<file path="src/rtl/muldiv_pkg.sv">
// Shared types and constants for the RV32M multiply/divide sequencer.
package muldiv_pkg;

  typedef enum logic [2:0] {
    OP_MUL    = 3'b000,
    OP_MULH   = 3'b001,
    OP_MULHSU = 3'b010,
    OP_MULHU  = 3'b011,
    OP_DIV    = 3'b100,
    OP_DIVU   = 3'b101,
    OP_REM    = 3'b110,
    OP_REMU   = 3'b111
  } op_e;

  typedef logic [1:0] state_t;

  localparam state_t ST_IDLE     = 2'd0;
  localparam state_t ST_MUL_WAIT = 2'd1;
  localparam state_t ST_DIV_ITER = 2'd2;
  localparam state_t ST_DONE     = 2'd3;

  localparam int unsigned DIV_ITERATIONS = 32;
  localparam int unsigned CNT_W          = 5;
  localparam int unsigned REM_W          = 33;

  localparam logic [31:0] DIV0_QUOTIENT = 32'hFFFF_FFFF;
  localparam logic [31:0] INT_MIN       = 32'h8000_0000;

  // Two's complement negation mod 2^32; INT_MIN maps to itself.
  function automatic logic [31:0] neg32(input logic [31:0] v);
    return 32'(~v + 32'd1);
  endfunction

endpackage

</file>
<file path="src/rtl/muldiv_div_step.sv">
// One combinational restoring-division step: shift in a dividend bit, trial-subtract the divisor.
module muldiv_div_step
  import muldiv_pkg::*;
(
  input  logic [REM_W-1:0] rem_i,
  input  logic             in_bit_i,
  input  logic [31:0]      divisor_i,
  output logic [REM_W-1:0] rem_o,
  output logic             q_bit_o
);

  logic [REM_W:0] trial;
  logic [REM_W:0] diff;

  always_comb begin
    trial   = {rem_i, in_bit_i};
    diff    = trial - {2'b00, divisor_i};
    // No borrow out of the top bit means the divisor fit.
    q_bit_o = ~diff[REM_W];
    rem_o   = q_bit_o ? diff[REM_W-1:0] : trial[REM_W-1:0];
  end

endmodule

</file>
<file path="src/rtl/muldiv_sequencer.sv">
// RV32M multi-cycle multiply/divide sequencer for the EX stage; stalls the pipe while busy.
module muldiv_sequencer
  import muldiv_pkg::*;
#(
  parameter int unsigned MUL_LATENCY = 3,
  parameter int unsigned XLEN        = 32
) (
  input  logic            clk,
  input  logic            rst_n,
  input  logic            start,
  input  logic [2:0]      funct3,
  input  logic [XLEN-1:0] rs1_val,
  input  logic [XLEN-1:0] rs2_val,
  input  logic            kill,
  output logic            stall,
  output logic            busy,
  output logic            done,
  output logic [XLEN-1:0] result
);

  state_t           state_q, state_d;
  logic [CNT_W-1:0] cnt_q, cnt_d;
  logic [63:0]      prod_q, prod_d;
  logic [31:0]      quo_q, quo_d;
  logic [REM_W-1:0] rem_q, rem_d;
  logic [31:0]      dvs_q, dvs_d;
  logic [1:0]       op_q, op_d;
  logic             qneg_q, qneg_d;
  logic             rneg_q, rneg_d;
  logic [31:0]      result_q, result_d;
  logic             done_q, done_d;
  logic             busy_q, busy_d;

  logic             accept;
  logic             a_sext, b_sext, div_signed;
  logic [63:0]      a_ext, b_ext, mul_full;
  logic             a_neg, b_neg, div_zero, div_ovf;
  logic [31:0]      abs_a, abs_b;
  logic [REM_W-1:0] rem_step;
  logic             q_bit;
  logic [31:0]      quo_step, quo_fin, rem_fin;

  muldiv_div_step u_div_step (
    .rem_i     (rem_q),
    .in_bit_i  (quo_q[31]),
    .divisor_i (dvs_q),
    .rem_o     (rem_step),
    .q_bit_o   (q_bit)
  );

  // Operand conditioning for acceptance in IDLE.
  always_comb begin
    a_sext     = (funct3 != OP_MULHU);
    b_sext     = (funct3 == OP_MUL) || (funct3 == OP_MULH);
    a_ext      = {{32{a_sext & rs1_val[31]}}, rs1_val};
    b_ext      = {{32{b_sext & rs2_val[31]}}, rs2_val};
    mul_full   = a_ext * b_ext;
    div_signed = (funct3 == OP_DIV) || (funct3 == OP_REM);
    a_neg      = div_signed & rs1_val[31];
    b_neg      = div_signed & rs2_val[31];
    abs_a      = a_neg ? neg32(rs1_val) : rs1_val;
    abs_b      = b_neg ? neg32(rs2_val) : rs2_val;
    div_zero   = (rs2_val == 32'd0);
    div_ovf    = div_signed && (rs1_val == INT_MIN) && (rs2_val == 32'hFFFF_FFFF);
    quo_step   = {quo_q[30:0], q_bit};
    quo_fin    = qneg_q ? neg32(quo_step) : quo_step;
    rem_fin    = rneg_q ? neg32(rem_step[31:0]) : rem_step[31:0];
  end

  always_comb begin
    accept = (state_q == ST_IDLE) && start && !kill;
    stall  = accept ||
             (((state_q == ST_MUL_WAIT) || (state_q == ST_DIV_ITER)) && !kill);
  end

  // Next-state and datapath update.
  always_comb begin
    state_d  = state_q;
    cnt_d    = cnt_q;
    prod_d   = prod_q;
    quo_d    = quo_q;
    rem_d    = rem_q;
    dvs_d    = dvs_q;
    op_d     = op_q;
    qneg_d   = qneg_q;
    rneg_d   = rneg_q;
    result_d = result_q;

    case (state_q)
      ST_IDLE: begin
        if (accept) begin
          op_d = funct3[1:0];
          if (!funct3[2]) begin
            prod_d  = mul_full;
            cnt_d   = CNT_W'(MUL_LATENCY - 1);
            state_d = ST_MUL_WAIT;
          end else if (div_zero) begin
            result_d = funct3[1] ? rs1_val : DIV0_QUOTIENT;
            state_d  = ST_DONE;
          end else if (div_ovf) begin
            result_d = funct3[1] ? 32'd0 : INT_MIN;
            state_d  = ST_DONE;
          end else begin
            quo_d   = abs_a;
            rem_d   = '0;
            dvs_d   = abs_b;
            qneg_d  = a_neg ^ b_neg;
            rneg_d  = a_neg;
            cnt_d   = CNT_W'(DIV_ITERATIONS - 1);
            state_d = ST_DIV_ITER;
          end
        end
      end
      ST_MUL_WAIT: begin
        if (kill) begin
          state_d = ST_IDLE;
        end else if (cnt_q == '0) begin
          result_d = (op_q == 2'b00) ? prod_q[31:0] : prod_q[63:32];
          state_d  = ST_DONE;
        end else begin
          cnt_d = cnt_q - CNT_W'(1);
        end
      end
      ST_DIV_ITER: begin
        if (kill) begin
          state_d = ST_IDLE;
        end else begin
          quo_d = quo_step;
          rem_d = rem_step;
          if (cnt_q == '0) begin
            result_d = op_q[1] ? rem_fin : quo_fin;
            state_d  = ST_DONE;
          end else begin
            cnt_d = cnt_q - CNT_W'(1);
          end
        end
      end
      default: begin
        state_d = ST_IDLE;
      end
    endcase

    done_d = (state_d == ST_DONE);
    busy_d = (state_d != ST_IDLE);
  end

  always_ff @(posedge clk or negedge rst_n) begin
    if (!rst_n) begin
      state_q  <= ST_IDLE;
      cnt_q    <= '0;
      prod_q   <= '0;
      quo_q    <= '0;
      rem_q    <= '0;
      dvs_q    <= '0;
      op_q     <= '0;
      qneg_q   <= 1'b0;
      rneg_q   <= 1'b0;
      result_q <= '0;
      done_q   <= 1'b0;
      busy_q   <= 1'b0;
    end else begin
      state_q  <= state_d;
      cnt_q    <= cnt_d;
      prod_q   <= prod_d;
      quo_q    <= quo_d;
      rem_q    <= rem_d;
      dvs_q    <= dvs_d;
      op_q     <= op_d;
      qneg_q   <= qneg_d;
      rneg_q   <= rneg_d;
      result_q <= result_d;
      done_q   <= done_d;
      busy_q   <= busy_d;
    end
  end

  assign done   = done_q;
  assign busy   = busy_q;
  assign result = result_q;

endmodule

</file>
<file path="config.mk">
export PLATFORM = sky130hd
export DESIGN_NAME = muldiv_sequencer
export DESIGN_NICKNAME = d
export VERILOG_FILES = /design/src/rtl/muldiv_pkg.sv /design/src/rtl/muldiv_div_step.sv /design/src/rtl/muldiv_sequencer.sv
export SDC_FILE = /design/constraint.sdc
export NUM_CORES = 2
export LEC_CHECK = 0
export ABC_AREA = 0
export CAP_MARGIN = 15
export CORE_MARGIN = 10
export CORE_UTILIZATION = 45
export CTS_BUF_LIST = sky130_fd_sc_hd__clkbuf_8
export CTS_CLUSTER_SIZE = 30
export DETAILED_ROUTE_END_ITERATION = 7
export PLACE_DENSITY = 0.72
export SLEW_MARGIN = 5
export SYNTH_ARGS = -nofsm -noshare
export SYNTH_HDL_FRONTEND = slang
export SYNTH_HIERARCHICAL = 1
export SYNTH_SLANG_ARGS = --single-unit
</file>
<file path="constraint.sdc">
create_clock -name clk -period 5.14 [get_ports clk]
set_input_delay 0.514 -clock clk [delete_from_list [all_inputs] [get_ports clk]]
set_output_delay 0.514 -clock clk [all_outputs]
set_load 0.05 [all_outputs]
</file>
==> results by group <==
Outcome
  • Status: finished, violations left
  • Failing checks: setup timing

Global routing
  • Gr usage total: 27.4%
  • Largest net degree at the start of global routing: 112
  • Grt ovf: 0
  • Initial antenna violation count: 15
  • Vias in the first global route: 47933
  • First-pass GRT wire length: 278 mm

Synthesis
  • XOR/XNOR Fraction of Synth Area: 3.67%
  • Cells after Synth: 6065
  • Seq cells post-synth: 206
  • Simple-Gate Fraction of Synth Area: 15.4%
  • Mapped Area: 52200 sq um
  • Avg Inst Size Synth: 8.60 sq um
  • Syn. warnings: 6
  • Proportion of synthesized area in mux cells: 0.779%
  • Adder-cell share of the synthesized area: 49.3%
  • Largest cells by area after synthesis: fa_1 43%, dfrtp_1 9.9%, inv_1 9.0%
  • Seq/Total Area, Yosys: 9.88%
  • Post-synth top area share: 43.2%
  • Asr flop ratio synth: 100%
  • Main combinational cell family by area after synthesis: adder cells
  • Mapped Nets: 7516
  • Library cells used by synthesis: 86
  • EDFF count, synth: 0
  • Top_reg_cell synth: dfrtp_1
  • Compound-gate portion of the synthesized area: 9.07%
  • Largest area contributor in the netlist: fa_1

STA
  • Worst Skew: 0.0332 ns
  • Tcrit/Tclk final: 145%
  • Final Hold Fails: 0
  • Max-slew violations: 0
  • Relative slew slack: 8.18%
  • Hold slack: 0.00590 ns
  • Least-Margin Pin Slew: 1.38 ns
  • Fin crit period: 7.44 ns
  • Final setup violation count: 57
  • RSZ-0062 raised after global routing: yes
  • Setup TNS: -89.22 ns
  • F_max: 134 MHz
  • Final worst-path setup slack: -2.30 ns

Routing
  • DRC Markers: 0
  • DRT Pass-1 Iters: 6
  • Routed Antenna Nets: 0
  • DR vias/cell: 5.50
  • Routed WL: 183 mm
  • Via count: 45528
  • Drt initial violations: 3902
  • Routed WL per cell: 22.1 microns

Setup path
  • CP arrival: 7.90 ns
  • Most frequent CP cell: fa_1
  • Critical path depth in cells: 27
  • WS Path Type: input pin to register
  • CP startpoint kind: input pin
  • Max FO, Critical Path: 10
  • Top Family by Delay on Critical Path: adder cells
  • Worst path bufs/invs: 9
  • CP required: 5.61 ns
  • Endpoint class of the critical path: register
  • Slowest cell on crit path: fa_1
  • Worst path max stage delay: 0.60 ns
  • Worst Reg2Reg Path Length in Cells: 23

Cells and area
  • Layout cells sized above 1: 23.0%
  • Fin area: 65700 sq um
  • Area grow syn2layout: 25.8%
  • Final nets: 8186

Floorplan
  • Number of cell rows: 124
  • Die Area: 130000 sq um
  • Core area: 115000 sq um
  • Initial Utilization: 45.4%
  • IO Count: 106
  • Die width: 361 microns
  • Floorplan die height: 361 microns

Clocking
  • TritonCTS buffer count: 35
  • Clock-pin slew on the worst setup and hold paths: 0.06 ns
  • Worst-case clock buffer depth: 3
  • CTS tree: done
  • Worst-Skew Late Latency: 0.57 ns
  • Clock root buffer: clkbuf_8
  • H-tree level count: 2
  • TritonCTS sink count: 206

Hold path
  • Hold/Removal Path Class: input pin to asynchronous set/reset pin

Placed design
  • HPWL after DPL: 146 mm
  • Routability congestion estimate: 1.01
  • DP Area: 60800 sq um
  • I/O Buffers: 105

Flow run
  • Max Cap Viol: 0
[placed cells by master (no fill, tap or decap), types with 101 or more instances in the layout]
cell type  instances
a21oi_1          148
and2_1           215
buf_4            732
buf_6            101
dfrtp_1          206
fa_1            1071
ha_1             185
inv_1           1196
nand2_1         1130
nor2_1           165
o21ai_0          223
xnor2_1          105
[worst paths after layout]
kind	start	to	slack, ns
setup / recovery	rs2_val[3]	prod_q[49]	-2.30
min in group clk	funct3[0]	op_q[0]	0.33
max in group asynchronous	rst_n	quo_q[24]	3.98
setup reg to reg	dvs_q[4]	result[25]	-0.18
hold / removal	rst_n	cnt_q[2]	0.006
hold reg to reg	result[16]	result[16]	0.48
[per-stage QoR]
stage / setup slack, ns / std cells / util [%]
final: -2.30 / 8279 / 57.2
after detailed placement: -3.34 / 8089 / 52.9
after global placement: -3.33 / 8089 / 52.9
after CTS: -2.20 / 8211 / 55.4
after global routing: -2.48 / 8273 / 57.2
after floorplan: -2.78 / 6065 / -
[repair_timing]
item                       4_1_cts  5_1_grt
hold buffers                     0        0
setup endpoints to repair       70       79
pin swaps                      194      288
gates resized for setup        392      365
buffers inserted                66       74
gates cloned                     8        3
[sequential cells by signal, summed over array words and instances, names as in the netlist]
register  flops
busy          1
cnt_q         5
done          1
dvs_q        32
op_q          2
prod_q       64
qneg_q        1
quo_q        32
rem_q        33
result       32
rneg_q        1
state_q       2
[cell usage after synthesis, types with 32 or more instances]
master / count
xnor2_1: 126
and2_1: 254
nand2_1: 1176
xor2_1: 91
inv_1: 1253
clkbuf_1: 278
o21ai_0: 297
o31ai_1: 32
mux2i_1: 35
nor3_1: 38
fa_1: 1126
buf_1: 68
a21oi_1: 195
ha_1: 254
o211ai_1: 37
nor2_1: 179
a21o_1: 43
dfrtp_1: 206
[metal layers]
metal	vias to the layer above	track usage (%)	part of all wire (%)
met5	-	0	0.037
met4	10	13.7	6.6
met3	632	5.41	10
met2	2413	43.7	45
met1	22887	35.4	38
li1	19586	-	-
[cell families (layout without fill, tap and decap cells)]
kind of cell	count (synthesis)	count (layout)
AND/OR/NAND/NOR	1824	1824
buffers and inverters	1630	2322
other	0	8
XOR/XNOR	218	220
flip-flops	206	206
adder cells (fa/ha/maj)	1380	1380
AO/OA/AOI/OAI	767	767
multiplexers	40	40
[area by class of cell]
class / count / area, sq um
Antenna cell: 8 / 20.0
Clock buffer: 43 / 592
Clock inverter: 18 / 133
Fill cell: 9656 / 49200
Inverter: 1255 / 4730
Multi-Input combinational cell: 4231 / 43800
Sequential cell: 206 / 5150
Tap cell: 1512 / 1890
Timing Repair Buffer: 1006 / 9310
[worst register-to-register path, cell delays in order (launching register included)]
cell and delay (ns):
dfrtp_1 0.36, inv_1 0.05, ha_2 0.38, o2111ai_2 0.18
a21oi_2 0.24, a21bo_2 0.23, o21ai_4 0.10, o41ai_4 0.35
buf_6 0.15, buf_8 0.13, xnor2_4 0.08, buf_12 0.17
buf_4 0.16, nand2_2 0.07, o21ai_2 0.07, or4_4 0.53
or3_4 0.36, or4_4 0.51, buf_4 0.16, o31ai_4 0.20
xnor2_2 0.13, a221oi_2 0.32, buf_4 0.18, o31ai_2 0.06
Power is left out: the tool's default activity adds up to more than one toggle a clock period on the data nets, which glitch-free logic cannot reach.
